`config.mk`:
```
export PLATFORM = sky130hd
export DESIGN_NAME = valid_scatter32
export DESIGN_NICKNAME = d
export VERILOG_FILES = /design/src/rtl/valid_scatter32.sv
export SDC_FILE = /design/constraint.sdc
export NUM_CORES = 2
export LEC_CHECK = 0
export ABC_CLOCK_PERIOD_IN_PS = 5500
export CORE_AREA = 2 2 431 433
export CTS_BUF_LIST = sky130_fd_sc_hd__clkbuf_4 sky130_fd_sc_hd__clkbuf_8
export CTS_CLUSTER_DIAMETER = 120
export DETAILED_ROUTE_END_ITERATION = 6
export DIE_AREA = 0 0 433 435
export PLACE_DENSITY_LB_ADDON = 0.25
export SETUP_SLACK_MARGIN = 0.4
export SYNTH_ARGS = -nofsm -noshare
export SYNTH_HDL_FRONTEND = slang
export SYNTH_SLANG_ARGS = --single-unit
```
`constraint.sdc`:
```
create_clock -name clk -period 5.5 [get_ports clk]
set_input_delay 1.65 -clock clk [delete_from_list [all_inputs] [get_ports clk]]
set_output_delay 1.65 -clock clk [all_outputs]
set_load 0.02 [all_outputs]
```
`src/rtl/valid_scatter32.sv`:
```
// valid_scatter32: scatters an aggregated 32-bit valid mask into 32 lane slices,
// one bit per cycle, choosing lanes round-robin and skipping busy lanes.
module valid_scatter32 #(
  parameter int       NLANE    = 32,
  parameter int       VW       = 32,
  parameter bit [4:0] PTR_INIT = 5'd0
) (
  input  logic                  clk,
  input  logic                  rst_n,
  input  logic                  in_valid,
  output logic                  in_ready,
  input  logic [VW-1:0]         in_mask,
  input  logic [NLANE-1:0]      lane_busy,
  output logic                  out_valid,
  input  logic                  out_ready,
  output logic [NLANE*VW-1:0]   dout,
  output logic [4:0]            rr_ptr
);

  typedef enum logic [1:0] {
    IDLE = 2'd0,
    SCAN = 2'd1,
    DONE = 2'd2
  } state_t;

  state_t      state;
  state_t      state_nx;
  logic [31:0] pending;
  logic [4:0]  bit_idx;
  logic [4:0]  off;
  logic [4:0]  lane;
  logic [63:0] busy_dbl;
  logic [31:0] busy_rot;
  logic        free;
  logic        place;
  logic        last;
  logic        accept;
  logic        drain;

  always_comb begin
    bit_idx = '0;
    for (int i = 31; i >= 0; i--)
      if (pending[i]) bit_idx = 5'(i);
  end

  // rotate so bit 0 is the lane at rr_ptr; first zero is the offset
  assign busy_dbl = {lane_busy, lane_busy} >> rr_ptr;
  assign busy_rot = busy_dbl[31:0];

  always_comb begin
    off = '0;
    for (int i = 31; i >= 0; i--)
      if (!busy_rot[i]) off = 5'(i);
  end

  assign lane   = rr_ptr + off;
  assign free   = ~&lane_busy;
  assign accept = in_valid & in_ready;
  assign place  = (state == SCAN) & free & (|pending);
  assign last   = (pending & ~(32'd1 << bit_idx)) == 32'd0;
  assign drain  = (state == DONE) & out_ready;

  always_ff @(posedge clk or negedge rst_n) begin
    if (!rst_n) state <= IDLE;
    else        state <= state_nx;
  end

  always_comb begin
    state_nx = state;
    unique case (state)
      IDLE: if (accept) state_nx = (|in_mask) ? SCAN : DONE;
      SCAN: if (place && last) state_nx = DONE;
      DONE: if (out_ready) state_nx = IDLE;
      default: state_nx = IDLE;
    endcase
  end

  always_comb begin
    in_ready  = (state == IDLE);
    out_valid = (state == DONE);
  end

  always_ff @(posedge clk or negedge rst_n) begin
    if (!rst_n) begin
      pending <= '0;
      dout    <= '0;
      rr_ptr  <= PTR_INIT;
    end else begin
      unique case (1'b1)
        accept: begin
          pending <= in_mask;
          dout    <= '0;
        end
        place: begin
          dout[{lane, bit_idx}] <= 1'b1;
          pending[bit_idx]      <= 1'b0;
          rr_ptr                <= lane + 5'd1;
        end
        drain: dout <= '0;
        default: ;
      endcase
    end
  end

endmodule
```
==> results by group <==
Outcome
  • Outcome: completed

Synth
  • Mapped Avg Cell Area: 10.6 sq um
  • Adder-cell share of the synthesized area: 0.296%
  • Main combinational cell family by area after synthesis: compound AO/OA/AOI/OAI gates
  • Compound-Gate Fraction of Synth Area: 16.1%
  • Post-synth EDFFs: 0
  • Async SR Flop Fraction: 100%
  • Mux cell area share after synthesis: 5.59%
  • Synthesis-stage register bit count: 1063
  • Top_reg_cell synth: dfrtp_1
  • Synth Cell Area: 44000 sq um
  • Synthesized instance count: 4161
  • XOR/XNOR Fraction of Synth Area: 0.239%
  • Syn nets: 4238
  • Unique masters post-synth: 91
  • Synth Area in Simple Gates: 13.0%
  • Seq/Total Area, Yosys: 60.5%
  • Synth warn: 0

Finish
  • Nets@finish: 5682
  • Post-Layout Cell Count: 8235
  • Fin util: 37.2%
  • Share of cells above drive strength 1: 26.7%
  • Area grow syn2layout: 55.9%

Timing
  • Hold_ws: 475 ps
  • Clk_skew: 47.9 ps
  • Pins over their slew limit: 0
  • Slew @ Worst Pin: 1290 ps
  • Final hold viol count: 0
  • FMAX: 0.183 GHz
  • Final setup violation count: 0
  • RSZ-0062 raised after global routing: true
  • Final period utilization: 99.2%
  • Max-slew headroom: 13.5%
  • Setup ws final: 42.4 ps
  • Final min period: 5460 ps

Floorplanning
  • Std-Cell Rows: 158
  • Starting Density: 23.9%
  • Die W: 433 um
  • DIE AREA: 188000 sq um
  • Placeable Area: 184000 sq um
  • Die H: 435 um
  • Top-Level Pins: 1099

Place
  • Worst slack, placed: -1640 ps
  • RePlAce Congestion: 0.857
  • Buffers on Ports: 1098
  • Post-Place Cells: 7777
  • Dpl hpwl: 157000 um

Power and ir drop
  • VDD IR max: 680 uV
  • Pleak: 29.2 nW
  • Tot Pwr: 48.0 mW
  • P per Cell Area: 701 nW/um^2

Worst setup path
  • Critical path fanouts, max: 8
  • Critical Path Sink Type: flop
  • Largest stage delay on the critical path: 470 ps
  • Worst setup SP type: primary input
  • Critical path data required time: 6300 ps
  • Crit path arrival time: 6260 ps
  • Crit Path Category: in -> reg
  • Critical path's slowest cell: mux4_2
  • CP dominant cell by count: buf_6

Drt
  • Drt first pass iters: 5
  • Total number of vias: 39600
  • DRT iter0 DRCs: 3244
  • Routed wire length per instance: 29.3 um
  • Vias per cell: 4.81
  • Routed wire length: 241000 um
  • DRC: 0
  • Post-route antenna net violation count: 0

Clock tree
  • CTS H-tree lvls: 4
  • Sink Count: 1063
  • Hold Buf Count CTS: 0
  • CTS tree: done
  • CTS buffer count: 189
  • Worst skew pair latency: 970 ps
  • Worst-path clk slew: 60 ps
  • Max Root-Sink Buffers: 3
  • CTS root buffer: clkbuf_8

Global routing
  • All-layer global routing usage: 23.9%
  • Initial antenna violation count: 21
  • Vias in the first global route: 38700
  • Aggregate global routing overflow: 0
  • First-pass GRT wire length: 318000 um
  • Largest net degree at the start of global routing: 186

Job
  • Max cap viols: 0

Worst hold path
  • Hold crit path type: reg -> reg
-- power by group --
| part | switching, mW | internal, mW | total [mW] | leakage, nW |
|---|---|---|---|---|
| combinational | 17.7 | 11.4 | 29.1 | 12.3 |
| sequential | 1.27 | 9.56 | 10.8 | 14.7 |
| clock | 3.58 | 4.49 | 8.07 | 2.17 |
| total | 22.6 | 25.4 | 48.0 | 29.2 |
-- kinds of logic after synthesis --
family / count (synthesis)
DFF: 1063
buffers and inverters: 359
AOI/OAI and AO/OA: 1224
xor gates and xnor gates: 9
adders and majority gates: 10
and+or+nand+nor: 1358
muxes: 138
-- layer usage --
layer	up-vias	part of all wire [%]	wire, um	track usage [%]
li1	17300	-	-	-
met1	20400	39	94200	29.0
met2	1548	50	121000	40.7
met3	370	6.7	16300	5.64
met4	0	4.1	9780	9.69
met5	-	0	0	0
-- repair_timing --
item | in CTS | in global routing
hold endpoints to repair | 0 | 0
setup endpoints to repair | 1027 | 1025
cloned | 14 | 43
pin swaps | 31 | 54
gates resized for setup | 319 | 771
setup buffers | 39 | 21
-- sequential cells by signal, summed over array words and instances, names as in the netlist --
name,flops
pending,32
dout,1024
state,2
rr_ptr,5
-- final timing paths --
path / start / to / slack (ps) / cells past startpoint
worst max-delay path: lane_busy[17] / dout[844] / 40 / 26
max in group asynchronous: rst_n / dout[459] / 3370 / 2
min in group asynchronous: rst_n / dout[115] / 750 / 1
worst max register to register: rr_ptr[2] / dout[844] / 170 / 25
worst min register to register: dout[656] / dout[656] / 470 / 2
worst min-delay path: dout[656] / dout[656] / 470 / 2
-- area by class of cell --
cell class | count | area, sq um
Fill cell | 18200 | 116000
Sequential cell | 1063 | 26600
Multi-Input combinational cell | 2744 | 17700
Timing Repair Buffer | 1578 | 16900
Clock buffer | 297 | 3750
Tap cell | 2480 | 3100
Clock inverter | 36 | 384
Inverter | 29 | 109
Antenna cell | 8 | 20.0
-- worst max-delay path: cells and delay by family --
kind / cells / cell delay, ps
buffers and inverters: 10 / 1130
AOI/OAI and AO/OA: 6 / 1080
xor gates and xnor gates: 2 / 380
and+or+nand+nor: 3 / 350
adders and majority gates: 2 / 420
muxes: 3 / 1230
-- metrics by stage --
step           cell area [sq um]  TNS [ps]
2_1_floorplan              44200    -81630
3_3_place_gp               60500  -1457520
3_5_place_dp               60500  -1492580
4_1_cts                    65700         0
5_1_grt                    68500     -72.7
6_report                   68500         0
-- synthesized netlist by cell type, drive strengths merged (5+ instances only) --
cell type / number / area, sq um
nor4: 21 / 131
xnor2: 7 / 80.1
o21a: 20 / 150
o21ai: 984 / 5350
buf: 88 / 736
nand2: 1056 / 4060
a22o: 49 / 429
ha: 8 / 100
nand4: 20 / 125
nor2b: 5 / 31.3
nor3: 28 / 178
a211oi: 11 / 87.6
o211ai: 8 / 60.1
dfrtp: 1063 / 26600
mux4: 76 / 1820
or2: 7 / 43.8
mux2: 15 / 169
nand3: 29 / 258
nand2b: 8 / 50.1
inv: 27 / 101
clkbuf: 241 / 1000
or3: 8 / 51.3
nor2: 149 / 613
a22oi: 9 / 67.6
a21oi: 91 / 455
mux2i: 47 / 470
a31oi: 9 / 56.3
and2: 9 / 61.3
-- cells in the final DEF, fill, tap and decap left out, types with 54 or more instances in the layout --
cell,instances
a21oi_1,67
mux4_2,67
clkdlybuf4s50_1,1065
nor2_1,139
dfrtp_1,1059
buf_12,107
buf_6,54
clkbuf_4,55
clkbuf_8,243
o21ai_1,158
o21ai_0,389
buf_4,274
nand2_1,1015
o21ai_2,432
Power figures use the tool's default switching activity.
